==> src/rtl/pipe_regs_fde.sv <==
// F/D and D/E pipeline registers with stall/flush control and a sticky protocol flag.
// Define PIPE_REGS_PERF_CNT_EN to build the stall/bubble performance counters.
module pipe_regs_fde #(
  parameter logic [31:0] RESET_PC  = 32'h0000_0000,
  parameter logic [31:0] NOP_INSTR = 32'h0000_0013,
  parameter int          CTRL_W    = 10
) (
  input  logic              clk,
  input  logic              rst,
  input  logic              StallF,
  input  logic              StallD,
  input  logic              FlushD,
  input  logic              FlushE,
  input  logic [31:0]       PCNextF,
  input  logic [31:0]       InstrF,
  input  logic [31:0]       PCPlus4F,
  input  logic [CTRL_W-1:0] CtrlD,
  input  logic [31:0]       RD1D,
  input  logic [31:0]       RD2D,
  input  logic [31:0]       ImmExtD,
  input  logic [4:0]        Rs1D,
  input  logic [4:0]        Rs2D,
  input  logic [4:0]        RdD,
  output logic [31:0]       PCF,
  output logic [31:0]       InstrD,
  output logic [31:0]       PCD,
  output logic [31:0]       PCPlus4D,
  output logic              ValidD,
  output logic [CTRL_W-1:0] CtrlE,
  output logic [31:0]       RD1E,
  output logic [31:0]       RD2E,
  output logic [31:0]       ImmExtE,
  output logic [31:0]       PCE,
  output logic [31:0]       PCPlus4E,
  output logic [4:0]        Rs1E,
  output logic [4:0]        Rs2E,
  output logic [4:0]        RdE,
  output logic              ValidE,
  output logic              ProtoErr,
  output logic [31:0]       StallCnt,
  output logic [31:0]       BubbleCnt
);

  always_ff @(posedge clk) begin
    if (rst) begin
      PCF <= RESET_PC;
    end else if (!StallF) begin
      PCF <= PCNextF;
    end
  end

  always_ff @(posedge clk) begin
    if (rst || FlushD) begin
      InstrD   <= NOP_INSTR;
      PCD      <= '0;
      PCPlus4D <= '0;
      ValidD   <= 1'b0;
    end else if (!StallD) begin
      InstrD   <= InstrF;
      PCD      <= PCF;
      PCPlus4D <= PCPlus4F;
      ValidD   <= 1'b1;
    end
  end

  // A bubble clears CtrlE too, so no write enable survives into E.
  always_ff @(posedge clk) begin
    if (rst || FlushE) begin
      CtrlE    <= '0;
      RD1E     <= '0;
      RD2E     <= '0;
      ImmExtE  <= '0;
      PCE      <= '0;
      PCPlus4E <= '0;
      Rs1E     <= '0;
      Rs2E     <= '0;
      RdE      <= '0;
      ValidE   <= 1'b0;
    end else begin
      CtrlE    <= CtrlD;
      RD1E     <= RD1D;
      RD2E     <= RD2D;
      ImmExtE  <= ImmExtD;
      PCE      <= PCD;
      PCPlus4E <= PCPlus4D;
      Rs1E     <= Rs1D;
      Rs2E     <= Rs2D;
      RdE      <= RdD;
      ValidE   <= ValidD;
    end
  end

  // Holding D while F advances would drop an instruction.
  always_ff @(posedge clk) begin
    if (rst) begin
      ProtoErr <= 1'b0;
    end else if (StallD && !StallF && !FlushD) begin
      ProtoErr <= 1'b1;
    end
  end

`ifdef PIPE_REGS_PERF_CNT_EN
  logic [31:0] stall_cnt;
  logic [31:0] bubble_cnt;

  always_ff @(posedge clk) begin
    if (rst) begin
      stall_cnt  <= '0;
      bubble_cnt <= '0;
    end else begin
      if (StallD && stall_cnt != 32'hFFFF_FFFF) begin
        stall_cnt <= stall_cnt + 32'd1;
      end
      if (FlushE && bubble_cnt != 32'hFFFF_FFFF) begin
        bubble_cnt <= bubble_cnt + 32'd1;
      end
    end
  end

  assign StallCnt  = stall_cnt;
  assign BubbleCnt = bubble_cnt;
`else
  assign StallCnt  = '0;
  assign BubbleCnt = '0;
`endif

endmodule

==> config.mk <==
export PLATFORM = sky130hd
export DESIGN_NAME = pipe_regs_fde
export DESIGN_NICKNAME = d
export VERILOG_FILES = /design/src/rtl/pipe_regs_fde.sv
export SDC_FILE = /design/constraint.sdc
export NUM_CORES = 1
export LEC_CHECK = 0
export ABC_CLOCK_PERIOD_IN_PS = 960
export CAP_MARGIN = 20
export CORE_AREA = 8 8 231 233
export CTS_BUF_LIST = sky130_fd_sc_hd__clkbuf_4
export DETAILED_ROUTE_END_ITERATION = 12
export DIE_AREA = 0 0 239 241
export PLACE_DENSITY = 0.6
export SYNTH_ARGS = -nofsm -noshare
export SYNTH_HDL_FRONTEND = slang
export SYNTH_SLANG_ARGS = --single-unit
==> constraint.sdc <==
create_clock -name clk -period 0.96 [get_ports clk]
set_input_delay 0.096 -clock clk [delete_from_list [all_inputs] [get_ports clk]]
set_output_delay 0.096 -clock clk [all_outputs]
set_load 0.05 [all_outputs]
==> impl_results.md, run 1 <==
- Drt total wl: 43.8 mm
- R2R Setup Slk: 0.05 ns
- CTS tree: built
- Share of layout cells above drive strength 1: 0.477
- CTS H-Tree Depth: 3
- Max incr delay on CP: approximately 0.37 ns
- Endpoints failing setup: 316
- Crit path capture type: primary output
- Compound-Gate Fraction of Synth Area: 0.00212
- Crit Path Max Fanout: 2
- Tot GR Track Use: 0.145
- Clk sinks: 316
- Crit share post-route: 1.49
- Final nets: ~2000
- Final Hold Fails: 0
- Overflow after GRT: 0
- First-pass GRT wire length: 63.7 mm
- Hold Crit Endpoint: InstrD[6]
- CORE AREA: 49700 um2
- Vias: 9409
- CP Data Required Time: 0.86 ns
- Gpl congestion: 0.759
- R2r endpoint: PCPlus4D[28]
- Final HPWL DP: between 30 and 40 mm
- Final WS setup: -0.474 ns
- Syn Inst Count: ~900
- Die H: roughly 240 um
- Netlist Area Pre-Place: 10000 um2
- XOR/XNOR Fraction of Synth Area: 0
- Main combinational cell family by area after synthesis: simple AND/OR/NAND/NOR gates
- Dpl ws: -0.416 ns
- Final Util: 0.478
- Hold path start: FlushD
- Placed instance count: just over 2000
- Synthesis-stage register bit count: 316
- Most frequent cells in the layout: buf_12 (328), dfxtp_2 (271), dlygate4sd3_1 (222)
- Netlist cell types: 17
- PD cells: 1360 nW/um2
- Crit start category: flip-flop
- Crit-path leading delay family: flip-flops
- Largest net degree at the start of global routing: 86
- Reg2Reg Depth: 4
- Lkg Pwr: 0.0101 uW
- Most common cell after layout, fill and taps aside: buf_12
- Remaining antenna violation count: 0
- Drt wl/cell: ~17 um
- Hold path depth: 3
- Final instance count without filler cells: 2530
- Maximum VDD drop: between 0.8 and 0.9 mV
- Drc violations: 0
- WP data arrival: around 1.3 ns
- Top achievable clock speed: 0.697 GHz
- TritonCTS buffer count: 87
- Area Growth Syn to Fin: 136%
- Violated checks: negative setup slack
- YS warnings: 0
- # Max-Cap Violations: 0
- CTS root buf: clkbuf_4
- Min-delay worst type: input pin to flip-flop
- Clock skew: 0.0441 ns
- Clock Tree Buf Depth: 3
- Die Area: 57600 um2
- RSZ-0062 raised after global routing: true
- DRT iter0 DRCs: 231
- Simple-gate share of the synthesized area: 0.165
- Vias in the first global route: 10400
- Syn avg cell area: 11.4 um2
- Chip width: between 200 and 250 um
- Post-synthesis sequential area ratio: 0.630
- CP cell instances: buf_12
- Worst R2R Start: PCPlus4D[28]
- Crit Path Class: flip-flop to primary output
- Slew Limit Fails: 0
- Mux cell area share after synthesis: 0.128
- First-pass DRT Iterations: 6
- CP max-delay cell: dfxtp_4
- Run status: finished with violations
- Later-pin clock latency in the skew report: 0.82 ns
- Power, Total: 32200 uW
- Final min period: 1.43 ns
- Cell Rows: 82
- Initial antenna violation count: 3
- I/O pin count: 603
- Final hold slack: 0.137 ns
- CP Buf/Inv Count: 1
- Number of port buffers: about 540
- Worst-path clk slew: 0.07 ns
- Vias/cell: 3.72
- Starting density of the core: 0.202
- Filler cells: ~4200
- Synth Area in Adders: 0
how the worst max path moves through the flow:
stage | startpoint | to | cells past startpoint
final | PCF[2] | PCF[2] | 1
after global routing | PCPlus4D[22] | PCPlus4D[22] | 1
after CTS | PCF[2] | PCF[2] | 1
after detailed placement | FlushE | PCPlus4E[25] | 4
after global placement | FlushE | ImmExtE[25] | 5
after floorplan | rst | InstrD[15] | 6
Yosys cell counts:
cell,instances,share of area
a21oi_1,1,0.00050
mux2i_1,128,0.13
and2_1,185,0.12
nor2_2,1,0.00062
or2_1,1,0.00062
clkbuf_1,25,0.0093
o32ai_2,1,0.0016
buf_4,67,0.050
nor3_1,1,0.00050
nand2_1,3,0.0011
buf_2,15,0.0075
dfxtp_1,316,0.63
conb_1,1,0.00037
inv_1,3,0.0011
clkbuf_2,1,0.00050
nor2_1,126,0.047
buf_6,6,0.0067
state kept, by name, summed over array words and instances, names as in the netlist, 5 cells and up:
name / cells
PCD: 32
RD1E: 32
RD2E: 32
Rs1E: 5
InstrD: 32
ImmExtE: 32
RdE: 5
PCE: 32
CtrlE: 10
PCPlus4D: 32
PCF: 32
PCPlus4E: 32
Rs2E: 5
routing by layer:
layer	GRT usage	vias up	routed length [um]
li1	-	4548	-
met1	0.146	4345	15400
met2	0.260	424	22900
met3	0.0612	92	3960
met4	0.0671	0	1500
met5	0	-	0
timing repair:
item / CTS / global route
hold endpoints to repair: 316 / 0
setup buffers: 80 / 9
setup endpoints to repair: 316 / 316
hold buffers: 222 / 0
pin swaps: 0 / 0
gates resized for setup: 346 / 15
kinds of logic (layout without fill, tap and decap cells):
kind of cell / Yosys count / in the layout
and+or+nand+nor: 317 / 317
other: 1 / 70
AOI/OAI and AO/OA: 2 / 2
buffers and inverters: 117 / 1025
DFF: 316 / 316
muxes: 128 / 128
area by class of cell:
| class | instances | area [um2] | area share |
|---|---|---|---|
| repair buffers | 880 | 11800 | 0.498 |
| flip-flops and latches | 316 | 6830 | 0.288 |
| multi-input cells | 511 | 3210 | 0.135 |
| clock buffers | 115 | 863 | 0.0364 |
| well taps | 672 | 841 | 0.0354 |
| clock inverters | 27 | 135 | 0.00570 |
| diodes | 6 | 15.0 | 0.000633 |
| inverters | 3 | 11.3 | 0.000475 |
through the flow:
step	instance area (um2)	setup TNS (ns)
2_1_floorplan	10300	-0.00329
3_3_place_gp	19300	-93.78
3_5_place_dp	19300	-97.62
4_1_cts	23600	-172.69
5_1_grt	23700	-178.47
6_report	23700	-132.02
worst min-delay path: cells and delay by family:
family                 cells  cell delay, ns
AND/OR/NAND/NOR            2            0.26
buffers and inverters      1            0.50
power by group:
| part | switching [uW] | leakage [uW] | internal, uW |
|---|---|---|---|
| logic | 3290 | 0.00679 | 3590 |
| registers | 412 | 0.00273 | 13500 |
| clock network | 5760 | 0.000593 | 5580 |
(Power assumes the default switching activity.)
==> inputs of run 2 (changes only) <==
- CTS_CLUSTER_SIZE: default -> 8
==> impl_results.md, run 2 (synthesis gave the netlist of run 1 again) <==
- CP cell instances: buf_12
- Run status: finished with violations
- Final instance count without filler cells: 2530 (unchanged)
- Dpl cell area: 19300 um2 (unchanged)
- Tot GR Track Use: 0.146 (+0.000305)
- Overflow after GRT: 0 (unchanged)
- Cell Rows: 82 (unchanged)
- First-pass GRT wire length: 63.9 mm (+0.34%)
- I/O pin count: 603 (unchanged)
- DRT iter0 DRCs: 218 (-5.6%)
- CP Buf/Inv Count: 1 (unchanged)
- Die Area: 57600 um2 (unchanged)
- Die H: 241 um (unchanged)
- Remaining antenna violation count: 0 (unchanged)
- First-pass DRT Iterations: 7 (+1)
- Crit path capture type: primary output
- Power, Total: 32200 uW (about the same)
- Chip width: 239 um (unchanged)
- Max incr delay on CP: 0.37 ns (about the same)
- Vias/cell: 3.74 (+0.47%)
- Min-delay worst type: input pin to flip-flop
- Later-pin clock latency in the skew report: 0.81 ns (about the same)
- Cell area after layout: 23700 um2 (about the same)
- Violated checks: negative setup slack
- CTS tree: built
- Crit start category: flip-flop
- Seq. cell area: 6840 um2 (about the same)
- Crit-path leading delay family: flip-flops
- Vias: 9453 (+0.47%)
- Largest net degree at the start of global routing: 86 (unchanged)
- Area Growth Syn to Fin: 136% (about the same)
- Starting density of the core: 0.202 (unchanged)
- Endpoints failing setup: 316 (unchanged)
- Final min period: 1.42 ns (-0.0168 ns)
- CP max-delay cell: dfxtp_4
- TritonCTS buffer count: 86 (-1.1%)
- CTS H-Tree Depth: 3 (unchanged)
- Initial antenna violation count: 4 (+1)
- Final Hold Fails: 0 (unchanged)
- WP data arrival: 1.32 ns (-0.02 ns)
- Number of port buffers: 538 (unchanged)
- Drc violations: 0 (unchanged)
- Drt total wl: 44.1 mm (+0.54%)
- Crit share post-route: 1.48 (-0.0175)
- Most frequent cells in the layout: buf_12 (328), dfxtp_2 (270), dlygate4sd3_1 (222)
- Slew Limit Fails: 0 (unchanged)
- Maximum VDD drop: 0.797 mV (-6.4%)
- Crit Path Max Fanout: 2 (unchanged)
- Share of layout cells above drive strength 1: 0.476 (-0.000823)
- CORE AREA: 49700 um2 (unchanged)
- Area occupied by multi-input gates: 3210 um2 (unchanged)
- # Max-Cap Violations: 0 (unchanged)
- Final HPWL DP: 30.7 mm (unchanged)
- Lkg Pwr: 0.0101 uW (about the same)
- Clock Tree Buf Depth: 3 (unchanged)
- Drt wl/cell: 17.4 um (+0.54%)
- CTS root buf: clkbuf_4
- Clock skew: 0.0318 ns (-0.0123 ns)
- RSZ-0062 raised after global routing: true
- Most common cell after layout, fill and taps aside: buf_12
- Filler cells: 4204 (+0.65%)
- CP Data Required Time: 0.86 ns (about the same)
- Vias in the first global route: 10400 (-0.12%)
- Crit Path Class: flip-flop to primary output
- Clk sinks: 316 (unchanged)
- Gpl congestion: 0.759 (unchanged)
- Top achievable clock speed: 0.706 GHz (+1.2%)
- Final nets: 2020 (-0.099%)
- Final WS setup: -0.457 ns (+0.0168 ns)
- Placed instance count: 2071 (unchanged)
- Worst-path clk slew: 0.08 ns (about the same)
- PD cells: 1360 nW/um2 (about the same)
-- run 2: cell types whose count changed in the layout (fill, tap and decap cells not counted), sizes merged --
cell	delta
clkinv	+1
diode	+1
clkbuf	-1
buf	-1
-- run 2: what timing repair did --
item / in CTS / in global routing
setup buffers: 80 / 8
gates resized for setup: 347 / 15
endpoints found under the setup margin: 316 / 316
hold buffers: 222 / 0
hold endpoints to repair: 316 / 0
-- run 2: cell type report --
cell class                      instances  area share
Inverter                                3    0.000475
Sequential cell                       316       0.288
Clock inverter                         28     0.00596
Multi-Input combinational cell        511       0.135
Timing Repair Buffer                  879       0.498
Antenna cell                            7    0.000739
Clock buffer                          114      0.0361
Tap cell                              672      0.0355
-- run 2: metrics by stage --
stage          hold slack (ns)   util  worst slack [ns]  setup TNS, ns
6_report                 0.126  0.478            -0.457        -128.25
5_1_grt                0.00940  0.478            -0.620        -178.02
4_1_cts                 0.0220  0.475            -0.600        -170.90
3_5_place_dp             0.494  0.389            -0.416         -97.62
3_3_place_gp             0.487  0.389            -0.388         -93.78
2_1_floorplan            0.173      -          -0.00329       -0.00329
-- run 2: worst paths after layout --
kind,from,to,slack (ns),depth (start not counted)
max,PCF[2],PCF[2],-0.46,1
min reg2reg,PCD[4],PCE[4],0.49,1
min,FlushD,InstrD[6],0.13,3
max reg2reg,PCF[5],PCD[5],0.02,4
-- run 2: metal layers --
| layer | part of all wire | track usage | vias to the layer above |
|---|---|---|---|
| met4 | 0.035 | 0.0644 | 0 |
| li1 | - | - | 4546 |
| met3 | 0.088 | 0.0612 | 95 |
| met1 | 0.35 | 0.147 | 4374 |
| met2 | 0.52 | 0.262 | 438 |
| met5 | 0 | 0 | - |
-- run 2: where the power goes --
part	internal (uW)	total, uW	leakage, uW	switching, uW
Combinational	3590	6890	0.00679	3300
Sequential	13500	13900	0.00273	412
Clock	5550	11300	0.000591	5790
